**config.mk**
```make
export PLATFORM = sky130hd
export DESIGN_NAME = apple_motion
export DESIGN_NICKNAME = d
export VERILOG_FILES = /design/src/rtl/apple_motion.sv
export SDC_FILE = /design/constraint.sdc
export NUM_CORES = 1
export LEC_CHECK = 0
export BUFFER_PORTS_ARGS = -buffer_cell sky130_fd_sc_hd__buf_2
export CORE_UTILIZATION = 35
export CTS_CLUSTER_SIZE = 40
export DETAILED_ROUTE_END_ITERATION = 8
export SLEW_MARGIN = 20
export SYNTH_ARGS = -nofsm -noshare
export SYNTH_HDL_FRONTEND = slang
export SYNTH_SLANG_ARGS = --single-unit
```
**constraint.sdc**
```tcl
create_clock -name clk -period 2.3 [get_ports clk]
set_input_delay 0.115 -clock clk [delete_from_list [all_inputs] [get_ports clk]]
set_output_delay 0.115 -clock clk [all_outputs]
set_load 0.02 [all_outputs]
```
**src/rtl/apple_motion.sv**
```systemverilog
// apple_motion: per-object trajectory controller for the apple sprite.
// Arms when the kid enters a trigger box. Then it moves the apple along one axis
// with stepped acceleration until the sprite has fully left the 800x600 screen.
// All motion advances only on update_tick, and every output is registered.
// Optional build macro APPLE_MOTION_RESPAWN_EN: after leaving the screen, the
// block waits RESPAWN_TICKS ticks and then returns to IDLE by itself.
// Handshake note: there is no valid/ready pair here. update_tick is a bare
// one-clock strobe. restart is a level that wins over update_tick in the same clock.
module apple_motion #(
`ifdef APPLE_MOTION_RESPAWN_EN
    parameter int RESPAWN_TICKS = 60,
`endif
    parameter int INIT_X      = 400,
    parameter int INIT_Y      = 100,
    parameter int TRIG_X_LO   = 380,
    parameter int TRIG_X_HI   = 440,
    parameter int TRIG_Y_LO   = 0,
    parameter int TRIG_Y_HI   = 599,
    parameter int MOVE_DIR    = 0,
    parameter int V0          = 1,
    parameter int VMAX        = 8,
    parameter int ACC_DIV     = 4,
    parameter int DELAY_TICKS = 0,
    parameter int APPLE_W     = 22,
    parameter int APPLE_H     = 24
) (
    input  logic        clk,
    input  logic        rst_n,
    input  logic        update_tick,
    input  logic        restart,
    input  logic [9:0]  kid_x,
    input  logic [9:0]  kid_y,
    output logic [10:0] pos_x,
    output logic [10:0] pos_y,
    output logic        active,
    output logic        moving,
    output logic        triggered,
    output logic        done,
    output logic [1:0]  dbg_state
);

    typedef enum logic [1:0] {
        ST_IDLE = 2'd0,
        ST_WAIT = 2'd1,
        ST_MOVE = 2'd2,
        ST_DONE = 2'd3
    } state_t;

    localparam logic signed [10:0] INIT_X_S = 11'(INIT_X);
    localparam logic signed [10:0] INIT_Y_S = 11'(INIT_Y);
    localparam logic signed [10:0] W_S      = 11'(APPLE_W);
    localparam logic signed [10:0] H_S      = 11'(APPLE_H);
    localparam logic [6:0]         V0_S     = 7'(V0);
    localparam logic [6:0]         VMAX_S   = 7'(VMAX);
    localparam logic [7:0]         ACC_LAST = 8'(ACC_DIV - 1);
    localparam logic [15:0]        DLY_INIT = 16'(DELAY_TICKS);

    state_t             state_q, state_d;
    logic signed [10:0] pos_x_q, pos_x_d;
    logic signed [10:0] pos_y_q, pos_y_d;
    logic [6:0]         speed_q, speed_d;
    logic [7:0]         acc_q, acc_d;
    logic [15:0]        dly_q, dly_d;
    logic               active_q, active_d;
    logic               moving_q, moving_d;
    logic               trig_q, trig_d;
    logic               done_q, done_d;
`ifdef APPLE_MOTION_RESPAWN_EN
    localparam logic [15:0] RSP_INIT = 16'(RESPAWN_TICKS);
    logic [15:0]        rsp_q, rsp_d;
`endif

    // Candidate position for this tick and its off-screen test
    logic signed [10:0] step;
    logic signed [10:0] nx, ny, edge_sum;
    logic               off_screen;
    int                 kx, ky;
    logic               in_box;

    // Next-state, datapath and registered-output values
    always_comb begin
        state_d    = state_q;
        pos_x_d    = pos_x_q;
        pos_y_d    = pos_y_q;
        speed_d    = speed_q;
        acc_d      = acc_q;
        dly_d      = dly_q;
        trig_d     = 1'b0;
`ifdef APPLE_MOTION_RESPAWN_EN
        rsp_d      = rsp_q;
`endif
        step       = signed'({4'd0, speed_q});
        nx         = pos_x_q;
        ny         = pos_y_q;
        edge_sum   = '0;
        off_screen = 1'b0;

        // Only one axis moves; the other keeps its value.
        case (MOVE_DIR)
            0: begin
                ny         = pos_y_q + step;
                off_screen = (ny >= 11'sd600);
            end
            1: begin
                ny         = pos_y_q - step;
                edge_sum   = ny + H_S;
                off_screen = (edge_sum <= 11'sd0);
            end
            2: begin
                nx         = pos_x_q - step;
                edge_sum   = nx + W_S;
                off_screen = (edge_sum <= 11'sd0);
            end
            default: begin
                nx         = pos_x_q + step;
                off_screen = (nx >= 11'sd800);
            end
        endcase

        kx     = {22'd0, kid_x};
        ky     = {22'd0, kid_y};
        in_box = (kx >= TRIG_X_LO) && (kx <= TRIG_X_HI) &&
                 (ky >= TRIG_Y_LO) && (ky <= TRIG_Y_HI);

        if (restart) begin
            state_d = ST_IDLE;
            pos_x_d = INIT_X_S;
            pos_y_d = INIT_Y_S;
            speed_d = V0_S;
            acc_d   = '0;
            dly_d   = '0;
`ifdef APPLE_MOTION_RESPAWN_EN
            rsp_d   = '0;
`endif
        end else if (update_tick) begin
            case (state_q)
                ST_IDLE: begin
                    if (in_box) begin
                        trig_d = 1'b1;
                        if (DELAY_TICKS == 0) begin
                            state_d = ST_MOVE;
                        end else begin
                            state_d = ST_WAIT;
                            dly_d   = DLY_INIT;
                        end
                    end
                end
                ST_WAIT: begin
                    if (dly_q <= 16'd1) begin
                        dly_d   = '0;
                        state_d = ST_MOVE;
                    end else begin
                        dly_d = dly_q - 16'd1;
                    end
                end
                ST_MOVE: begin
                    pos_x_d = nx;
                    pos_y_d = ny;
                    if (acc_q == ACC_LAST) begin
                        acc_d   = '0;
                        speed_d = (speed_q >= VMAX_S) ? VMAX_S : speed_q + 7'd1;
                    end else begin
                        acc_d = acc_q + 8'd1;
                    end
                    if (off_screen) begin
                        state_d = ST_DONE;
`ifdef APPLE_MOTION_RESPAWN_EN
                        rsp_d   = RSP_INIT;
`endif
                    end
                end
                default: begin
`ifdef APPLE_MOTION_RESPAWN_EN
                    if (rsp_q <= 16'd1) begin
                        rsp_d   = '0;
                        state_d = ST_IDLE;
                        pos_x_d = INIT_X_S;
                        pos_y_d = INIT_Y_S;
                        speed_d = V0_S;
                        acc_d   = '0;
                        dly_d   = '0;
                    end else begin
                        rsp_d = rsp_q - 16'd1;
                    end
`endif
                end
            endcase
        end

        active_d = (state_d != ST_DONE);
        moving_d = (state_d == ST_MOVE);
        done_d   = (state_d == ST_DONE);
    end

    // State and output registers with synchronous active-low reset
    always_ff @(posedge clk) begin
        if (!rst_n) begin
            state_q  <= ST_IDLE;
            pos_x_q  <= INIT_X_S;
            pos_y_q  <= INIT_Y_S;
            speed_q  <= V0_S;
            acc_q    <= '0;
            dly_q    <= '0;
            active_q <= 1'b1;
            moving_q <= 1'b0;
            trig_q   <= 1'b0;
            done_q   <= 1'b0;
`ifdef APPLE_MOTION_RESPAWN_EN
            rsp_q    <= '0;
`endif
        end else begin
            state_q  <= state_d;
            pos_x_q  <= pos_x_d;
            pos_y_q  <= pos_y_d;
            speed_q  <= speed_d;
            acc_q    <= acc_d;
            dly_q    <= dly_d;
            active_q <= active_d;
            moving_q <= moving_d;
            trig_q   <= trig_d;
            done_q   <= done_d;
`ifdef APPLE_MOTION_RESPAWN_EN
            rsp_q    <= rsp_d;
`endif
        end
    end

    assign pos_x     = pos_x_q;
    assign pos_y     = pos_y_q;
    assign active    = active_q;
    assign moving    = moving_q;
    assign triggered = trig_q;
    assign done      = done_q;
    assign dbg_state = state_q;

endmodule

```
Yosys cells after proc, flatten, opt, wreduce, memory -nomap -nowiden --
Index checks and enable logic that the tools add are counted.
Word-level totals: register bits after elaboration 48, bits of input ports 24, output and inout port bits 28, word-level logic and storage cells 46
Cells by class: add/subtract/negate cells 4, order comparisons 6, equal/unequal tests 6, muxes and demuxes 10, bitwise operators 3, reductions and logical operators 8
Operator list (count):
- $le 16x1->1 const B | 1
- $mux 16 | 1
- $sub 16x1->16 const B | 1
- $add 11x8->11 | 1
- $ge 11x11->1 const B | 1
- $ge 10x9->1 const B | 1
- $le 10x10->1 const B | 1
- $le 10x9->1 const B | 1
- $mux 2 | 5
- $add 8x1->8 const B | 1
- $eq 8x2->1 const B | 1
- $mux 8 | 1
- $add 7x1->7 const B | 1
- $ge 7x4->1 const B | 1
- $mux 7 | 1
- $eq 2x2->1 const B | 3
- $pmux 2 s3 | 1
- $reduce_and 2->1 | 2
- $reduce_or 4->1 | 1
- $not 1->1 | 3
- $reduce_and 3->1 | 1
- $eq 2x1->1 const B | 1
- $logic_and 1x1->1 | 2
- $logic_not 2->1 | 1
- other kinds (3) | 3

Logic depth before layout (Yosys ltp) --
Gate-level depths: netlist of the first run.
depth after elaboration 8, mapped depth 10, depth with buffers taken out 10

Least setup slack after synthesis of the first run --
OpenSTA, ideal clock, no wires.
path kind reg2reg, start register pos_y_q[0] (netlist: pos_y[0]), end register state_q[0] (netlist: dbg_state[0]), setup time 115 ps, arrival time 2423 ps, required time 2185 ps, slack -238 ps, stages on the path, launching flop included 11, buffers on the path 0, path through dfxtp_1 > ha_1 > inv_1 > fa_1 > nand2b_1 > a21o_1 > and4_1 > nor4b_1 > o32ai_1 > a32o_1 > and2_1
Between the ends: word-level cells in the longest chain between the ends 6
Ends and longest elaborated chain:
- start, declared | line 60 | logic signed [10:0] pos_y_q, pos_y_d;
- start signal, assigned | line 214 | pos_y_q <= pos_y_d;
- $add 11x8->11 | line 101 | ny = pos_y_q + step;
- $ge 11x11->1 | line 102 | off_screen = (ny >= 11'sd600);
- $mux 2 | line 165 | if (off_screen) begin
- $pmux 2 s3 | line 136 | case (state_q)
- $mux 2 | line 135 | end else if (update_tick) begin
- $mux 2 | line 125 | if (restart) begin
- end signal, assigned | line 212 | state_q <= state_d;
- end, declared | line 58 | state_t state_q, state_d;
No other way between the ends. A chain may end at the register's enable or synchronous reset.

Worst setup path after layout of the first run --
Same ends and word-level chain as after synthesis.

==> flow_summary.yaml, run 1 <==
sta:
  drv_slew: 0
  worst_slew_pin_slew_ns: 0.6916
  min_period_ns: 2.296
  rsz0062_at_grt: "yes"
  finalClockSkew_ns: 0.01039
  fin_crit_sh_pct: 99.83
  max_freq_mhz: 435.5
  setup_viol: 0
  hold_violations: 0
  relSlewSlack_pct: 53.90
critical_path:
  path_class: "reg2reg"
  cp_max_fo: 4
  max_stage_delay_ns: 0.37
  r2r_slack_ns: 0.004
  worstPathCellList: "ha_4 > inv_2 > fa_2 > nand2b_4 > a21o_1 > and4_1 > nor4b_2 > o32ai_1 > a32o_2 > and2_1"
  reg2regPathDepth: 10
  arrival_ns: 2.50
  slowest_stage: "dfxtp_4"
  required_ns: 2.50
  startpoint_type: "flop"
  crit_path_end_kind: "flop"
floorplanning:
  core_area_sq_um: 6832
  rows: 30
  die_x_um: 86.43
  start_util_pct: 36.52
  ios: 52
  fp.dieH_um: 86.43
  die_area_sq_um: 7470
place:
  gp_congestion: 0.7843
  dpl.hpwl_mm: 3.797
  io_buffers: 37
routing:
  via_count: 2130
  dr.pass1.iters: 4
  drt_iter0_drc: 56
  drc: 0
  ant_nets: 0
  wire_per_inst_um: 11.72
  viasPerCell: 4.841
  drt-total-wl_mm: 5.156
yosys:
  synth_commonest_cells: "dfxtp_1 (48), nor2_1 (48), nand2_1 (30), xor2_1 (16), xnor2_1 (15)"
  syn_inst: 295
  avgSynthCellArea_sq_um: 8.457
  synth_top_cell_area_share_pct: 38.52
  synth_top_area_cell: "dfxtp_1"
  synthDistinctLibCells: 46
  syn-cell-area_sq_um: 2495
  yosys_most_used_dff: "dfxtp_1"
  synth_area_leaders: "dfxtp_1 (39%), nor2_1 (7.2%), ha_1 (6.0%)"
  ys_seq_area_share_pct: 38.52
  synth_edf_count: 0
  yosysWarnings: 0
  ys_async_sr_fraction_pct: 0
  ys_ff_latch: 48
cts:
  ctsHoldBuffers: 0
  clk_pin_slew_ns: 0.10
  cts-root-buf: "clkbuf_8"
  cts.sinks: 48
  cts_buffers: 5
  cts_tree: "done"
  h-tree-depth: 2
  clockBufferDepth: 2
  insertion_delay_ns: 0.31
global_route:
  grt_max_degree: 17
  overflow: 0
  grt_pass1_vias: 1937
  grt_pass1_wl_mm: 8.542
  track_usage_pct: 14.47
  antenna_found_initial: 0
cells_and_area:
  diodes: 0
  syn_to_final_growth_pct: 18.91
  post-route-util_pct: 43.42
  drive_gt1_share_pct: 22.38
  nNetsFinal: 380
flow_run:
  maxCapViolCount: 0
power_and_ir_drop:
  leakage_nw: 1.246
  vdd_drop_max_v: 0.0002749
  total_power_mw: 1.409
  power_density_nw_per_um2: 475.1
outcome:
  status: "completed"
worst_hold_path:
  hold_path_depth: 3
  hp-class: "in2reg"
## flip-flops by register name (all words and copies together), names as in the netlist
name	flops
dly_q	16
pos_y	11
acc_q	8
speed_q	7
dbg_state	2
active	1
done	1
moving	1
triggered	1
## path summary, 6_finish.rpt
check,startpoint,to
max,pos_y[0],dbg_state[0]
min reg2reg,pos_y[4],pos_y[4]
max reg2reg,pos_y[0],dbg_state[0]
min,kid_y[9],triggered
## timing repair
item | CTS | global route
resized for setup | 2 | 5
setup buffers | 3 | 0
endpoints found under the setup margin | 3 | 12
endpoints found under the hold margin | 0 | 0
pin swaps | 1 | 2
## layer usage
layer / wire length [um] / vias up / track usage [%]
met2: 2352 / 47 / 24.24
li1: - / 1090 / -
met1: 2503 / 986 / 18.46
met5: 0 / - / 0
met3: 223 / 7 / 2.952
met4: 76 / 0 / 5.152
## power breakdown
group	total (mW)	internal, mW	switching [mW]
Combinational	0.0613	0.0201	0.0412
Clock	0.518	0.216	0.303
Sequential	0.830	0.829	0.000291
## critical path: cells and delay by family (launching register included)
kind | cells | cell delay, ns
flip-flops | 1 | 0.37
AO/OA/AOI/OAI | 3 | 0.60
adder cells (fa/ha/maj) | 2 | 0.46
buffers and inverters | 1 | 0.03
AND/OR/NAND/NOR | 4 | 0.73
## cell usage in the layout (no fill, tap or decap), drive strengths merged, types with 3 or more instances in the layout
| master | netlist | layout |
|---|---|---|
| o21ai | 7 | 7 |
| ha | 12 | 12 |
| a21oi | 12 | 12 |
| xnor2 | 15 | 15 |
| or4 | 4 | 4 |
| a211oi | 5 | 5 |
| nor3 | 10 | 10 |
| inv | 8 | 8 |
| conb | 2 | 11 |
| o211ai | 3 | 3 |
| nand3 | 7 | 7 |
| xor2 | 16 | 16 |
| nand2b | 4 | 4 |
| dfxtp | 48 | 48 |
| clkbuf | 6 | 5 |
| and3 | 4 | 4 |
| nor4 | 7 | 7 |
| and2 | 3 | 3 |
| nor2b | 3 | 3 |
| or3 | 4 | 4 |
| buf | 14 | 52 |
| nor2 | 48 | 48 |
| nand2 | 31 | 31 |
## layout make-up
| class | count | area [sq um] |
|---|---|---|
| tap | 96 | 120.1 |
| clock buffer | 5 | 68.82 |
| sequential | 48 | 968.4 |
| clock inverter | 3 | 23.77 |
| multi-input combinational | 228 | 1458 |
| timing repair buffer | 52 | 297.8 |
| fill | 718 | 3865 |
| inverter | 8 | 30.03 |
## through the flow
stage	cells	cell area, sq um	hold WS (ns)	setup slack [ns]	TNS (ns)
after global routing	440	2967	0.1352	-0.1020	-0.3107
after detailed placement	429	2835	0.4690	-0.05083	-0.1203
after CTS	440	2952	0.1299	0.003429	0
after global placement	429	2835	0.4672	0.01760	0
final	440	2967	0.1332	0.003956	0
after floorplan	304	2569	0.2923	0.02544	0
## kinds of logic (layout without fill, tap and decap cells)
kind of cell | Yosys count | in the layout | share of synthesized area, %
compound gates | 40 | 40 | 10.78
buf+inv | 28 | 68 | 6.369
other cells | 2 | 11 | 0.3010
simple gates | 133 | 133 | 26.33
flops | 48 | 48 | 38.52
fa+ha+maj | 13 | 13 | 6.820
xor+xnor | 31 | 31 | 10.88
No activity file was read; power rests on OpenSTA's default activity.
==> run 2: changes to the inputs <==
--- a/config.mk
+++ b/config.mk
@@ -6,9 +6,13 @@
 export NUM_CORES = 1
 export LEC_CHECK = 0
 export BUFFER_PORTS_ARGS = -buffer_cell sky130_fd_sc_hd__buf_2
-export CORE_UTILIZATION = 35
+export CELL_PAD_IN_SITES_DETAIL_PLACEMENT = 1
+export CELL_PAD_IN_SITES_GLOBAL_PLACEMENT = 2
+export CORE_MARGIN = 1
+export CORE_UTILIZATION = 29
 export CTS_CLUSTER_SIZE = 40
 export DETAILED_ROUTE_END_ITERATION = 8
+export PLACE_DENSITY_LB_ADDON = 0.12
 export SLEW_MARGIN = 20
 export SYNTH_ARGS = -nofsm -noshare
 export SYNTH_HDL_FRONTEND = slang
==> run 2 against run 1 <==
Net effect: hold slack improved by 0.0053 ns; non-clock buffer count increased by 4; maximum frequency about the same.
==> flow_summary.yaml, run 2 (same netlist as run 1, synthesis figures left out) <==
cells_and_area:
  diodes: 0
  syn_to_final_growth_pct: 22.42
  multi_input_area_sq_um: 1484
  post-route-util_pct: 36.98
  largest_register: "dly_q"
  drive_gt1_share_pct: 24.43
  nNetsFinal: 384
  regArea_sq_um: 967.2
  final_common_cell: "nor2_1"
  final_cell_mix: "nor2_1 (48), dfxtp_1 (45), buf_2 (37)"
  largest_reg_flops: 16
  fillers: 1008
critical_path:
  startpoint_type: "flop"
  r2r_slack_ns: 0.002
  r2r_start: "pos_y[0]"
  rr_endpoint: "dbg_state[0]"
  reg2regPathDepth: 10
  path_class: "reg2reg"
  cp_max_fo: 4
  arrival_ns: 2.50
  required_ns: 2.51
  crit_path_end_kind: "flop"
worst_hold_path:
  min_from: "kid_y[9]"
  hp-class: "in2reg"
  hold_path_depth: 3
  hold_end: "triggered"
routing:
  viasPerCell: 4.695
  wire_per_inst_um: 13.21
  via_count: 2127
  ant_nets: 0
  drt_iter0_drc: 36
  drt-total-wl_mm: 5.985
  drc: 0
  dr.pass1.iters: 3
sta:
  relSlewSlack_pct: 48.59
  rsz0062_at_grt: "yes"
  whs_ns: 0.1385
  layout_setup_ws_ns: 0.001799
  hold_violations: 0
  max_freq_mhz: 435.1
  min_period_ns: 2.298
  fin_setup_tns_ns: 0
  fin_crit_sh_pct: 99.92
  setup_viol: 0
  drv_slew: 0
  worst_slew_pin_slew_ns: 0.7711
  finalClockSkew_ns: 0.01293
power_and_ir_drop:
  seqPwrFrac_pct: 54.2
  combPwrFrac_pct: 4.1
  vdd_drop_max_v: 0.0002058
  leakage_nw: 1.288
  p_int_mw: 1.179
  sw_frac_of_total_pct: 23.02
  power_density_nw_per_um2: 501.3
  clock_power_share_pct: 41.7
  power_switching_uw: 352.4
cts:
  cts.sinks: 48
  cts_buffers: 5
  clockBufferDepth: 2
  clk_pin_slew_ns: 0.10
  ctsHoldBuffers: 0
  h-tree-depth: 2
  cts-root-buf: "clkbuf_8"
  cts_tree: "done"
  insertion_delay_ns: 0.31
floorplanning:
  die_x_um: 94.75
  rows: 33
  ios: 52
  core_area_sq_um: 8258
  fp.dieH_um: 94.75
  die_area_sq_um: 8978
  start_util_pct: 30.21
global_route:
  grt_max_degree: 17
  overflow: 0
  track_usage_pct: 14.17
  grt_pass1_vias: 2130
  antenna_found_initial: 0
  grt_pass1_wl_mm: 9.867
place:
  dp_slack_ns: -0.03906
  gp_congestion: 0.7394
  dpl.hpwl_mm: 4.501
  io_buffers: 37
flow_run:
  maxCapViolCount: 0
outcome:
  status: "completed"
[run 2: final cells by class]
class / instances / area share, %
multi-input combinational: 228 / 48.59
clock buffer: 5 / 2.253
timing repair buffer: 56 / 10.73
inverter: 8 / 0.9832
clock inverter: 3 / 1.475
sequential: 48 / 31.67
tap: 105 / 4.302
[run 2: metal layers]
metal / track usage, % / vias to the layer above / share of wire [%]
li1: - / 1092 / -
met2: 23.74 / 42 / 44
met1: 17.89 / 988 / 50
met4: 4.419 / 0 / 1.2
met5: 0 / - / 0
met3: 3.301 / 5 / 4.9
[run 2: worst max path at each step]
stage | startpoint | endpoint | slack, ns
floorplan | pos_y[0] | dbg_state[0] | 0.03
CTS | pos_y[1] | done | 0.0002
global placement | pos_y[0] | dbg_state[0] | -0.0006
finish | pos_y[0] | dbg_state[0] | 0.002
global route | pos_y[0] | dbg_state[0] | -0.12
detailed placement | pos_y[0] | done | -0.04
[run 2: timing repair]
item / 4_1_cts / 5_1_grt
gates resized for setup: 3 / 7
gates cloned: 0 / 0
pin swaps: 1 / 0
endpoints found under the setup margin: 3 / 20
setup buffers: 2 / 0
[run 2: power groups by stage]
stage               clock [mW]  sequential [mW]  combinational, mW
finish                   0.639            0.830             0.0625
detailed placement           0            0.849             0.0628
global route             0.704            0.830             0.0699
CTS                      0.675            0.830             0.0632
global placement             0            0.849             0.0619
floorplan                    0            0.850             0.0498
[run 2: stage by stage]
step                      area (sq um)  power [mW]  std cells
final                             3054       1.531        453
after global routing              3054       1.604        453
after CTS                         3024       1.568        453
after detailed placement          2884      0.9121        443
after global placement            2884      0.9111        443
after floorplan                   2569      0.8995        304
[run 2: worst max-delay path, cell delays in order, from the launching register on]
cell      delay, ns
dfxtp_4        0.37
ha_4           0.13
inv_2          0.03
fa_2           0.33
nand2b_4       0.15
a21o_1         0.20
and4_1         0.20
nor4b_2        0.26
o32ai_1        0.11
a32o_2         0.28
and2_1         0.15
==> run 3: changes to the inputs <==
--- a/config.mk
+++ b/config.mk
@@ -12,6 +12,7 @@
 export CORE_UTILIZATION = 29
 export CTS_CLUSTER_SIZE = 40
 export DETAILED_ROUTE_END_ITERATION = 8
+export MAX_ROUTING_LAYER = met4
 export PLACE_DENSITY_LB_ADDON = 0.12
 export SLEW_MARGIN = 20
 export SYNTH_ARGS = -nofsm -noshare
==> constraint.sdc (replaced) <==
create_clock -name clk -period 2.3 [get_ports clk]
set_input_delay 0.115 -clock clk [delete_from_list [all_inputs] [get_ports clk]]
set_output_delay 0.115 -clock clk [all_outputs]
set_load 0.1 [all_outputs]
==> run 3 against run 2 <==
Net effect: sequential power about the same; core utilization up 0.061 points; the flow now finishes with violations (setup timing); clock skew down 0.0047 ns; clock power about the same; sequential share of layout area up 0.44 points; critical path depth unchanged; largest cell class unchanged; total power up 4.1%; count of clock-buffer cells in the layout unchanged; highest routed layer unchanged; die area unchanged; sequential cell count unchanged; global-route usage up 1.2 points; register-to-register slack about the same.
==> flow_summary.yaml, run 3 (same netlist as run 1, synthesis figures left out) <==
global_route:
  grt_max_degree: 17
  grt_pass1_wl_mm: 10.30
  track_usage_pct: 15.33
  grt_pass1_vias: 2201
  overflow: 0
  antenna_found_initial: 0
floorplanning:
  core_area_sq_um: 8258
  rows: 33
  start_util_pct: 30.21
  die_x_um: 94.75
  fp.dieH_um: 94.75
  ios: 52
  die_area_sq_um: 8978
routing:
  wire_per_inst_um: 13.42
  drt-total-wl_mm: 6.079
  via_count: 2141
  ant_nets: 0
  drc: 0
  drt_iter0_drc: 48
  viasPerCell: 4.726
  dr.pass1.iters: 4
cells_and_area:
  largest_reg_flops: 16
  stdcell_area_sq_um: 3059
  final_cells: 453
  drive_gt1_share_pct: 25.86
  syn_to_final_growth_pct: 22.62
  diodes: 0
  nNetsFinal: 384
  final_common_cell: "nor2_1"
  fillers: 1008
  regArea_sq_um: 982.2
  largest_register: "dly_q"
  final_cell_mix: "nor2_1 (48), dfxtp_1 (37), buf_2 (37)"
  multi_input_area_sq_um: 1471
critical_path:
  crit_path_end_kind: "flop"
  arrival_ns: 2.51
  critical-path-top-delay-family: "simple AND/OR/NAND/NOR gates"
  cp_max_fo: 4
  path_class: "reg2reg"
  required_ns: 2.51
  max_stage_delay_ns: 0.36
  startpoint_type: "flop"
  slowest_stage: "dfxtp_2"
  path_buf_inv: 1
  worstPathCellList: "ha_4 > inv_2 > fa_2 > nand2b_4 > a21o_1 > and4_1 > nor4b_2 > o32ai_1 > a32o_2 > and2_1"
sta:
  worst_slew_pin_slew_ns: 0.5314
  layout_setup_ws_ns: -0.0001037
  fin_crit_sh_pct: 100.0
  hold_violations: 0
  min_period_ns: 2.300
  drv_slew: 0
  finalClockSkew_ns: 0.008201
  rsz0062_at_grt: "yes"
  whs_ns: 0.1407
  relSlewSlack_pct: 64.25
  setup_viol: 1
  max_freq_mhz: 434.8
place:
  dp.cells: 444
  dp_slack_ns: -0.04423
  gp_congestion: 0.7894
  dpl.hpwl_mm: 4.666
  io_buffers: 37
  placed_area_sq_um: 2904
cts:
  clk_pin_slew_ns: 0.09
  insertion_delay_ns: 0.31
  cts-root-buf: "clkbuf_8"
  ctsHoldBuffers: 0
  cts.sinks: 48
  h-tree-depth: 2
  clockBufferDepth: 2
  cts_buffers: 5
  cts_tree: "done"
worst_hold_path:
  hp-class: "in2reg"
power_and_ir_drop:
  power_density_nw_per_um2: 521.1
  vdd_drop_max_v: 0.0002207
  leakage_nw: 1.289
  total_power_mw: 1.594
flow_run:
  maxCapViolCount: 0
outcome:
  status: "finished, violations left"
  violations: "setup timing"
run 3: cell types whose count changed in the layout (fill, tap and decap cells not counted), sizes merged:
cell	change
clkinv	+2
inv	-2
run 3: report_power, final:
group	leakage, nW	switching [mW]	total (mW)	internal, mW
combinational	0.842	0.107	0.128	0.0212
sequential	0.389	0.000317	0.827	0.827
clock	0.0583	0.311	0.639	0.328
run 3: final cells by class:
class	instances	share of cell area, %
Multi-Input combinational cell	228	48.10
Sequential cell	48	32.11
Timing Repair Buffer	56	10.72
Tap cell	105	4.294
Clock buffer	5	2.249
Clock inverter	3	1.554
Inverter	8	0.9816
run 3: worst paths after layout:
check,start,end,slack [ns],depth (start not counted)
hold / removal,kid_y[9],triggered,0.14,3
setup reg to reg,speed_q[0],dbg_state[0],-0.0001,10
setup / recovery,speed_q[0],dbg_state[0],-0.0001,10
hold reg to reg,pos_y[4],pos_y[4],0.48,2
run 3: worst reg2reg max path: cells and delay by family (launching register included):
kind | cells | cell delay (ns)
and+or+nand+nor | 4 | 0.74
AOI/OAI and AO/OA | 3 | 0.59
adders and majority gates | 2 | 0.48
DFF | 1 | 0.36
buffers and inverters | 1 | 0.04
run 3: timing repair:
item                                    4_1_cts  5_1_grt
resized for setup                             2        6
pin swaps                                     1        1
setup buffers                                 0        1
endpoints found under the setup margin        3       20
run 3: layer usage:
layer	up-vias	track usage (%)	part of all wire (%)
li1	1092	-	-
met1	998	18.19	49
met2	46	25.78	46
met3	5	3.221	4.7
met4	0	4.924	1.1
met5	-	-	0
run 3: stage by stage:
stage / util (%) / setup TNS (ns)
global placement: 35.17 / -0.009296
detailed placement: 35.17 / -0.08861
floorplan: - / -0.3435
finish: 37.05 / -0.0001037
global route: 37.05 / -0.2459
CTS: 36.59 / -0.007266
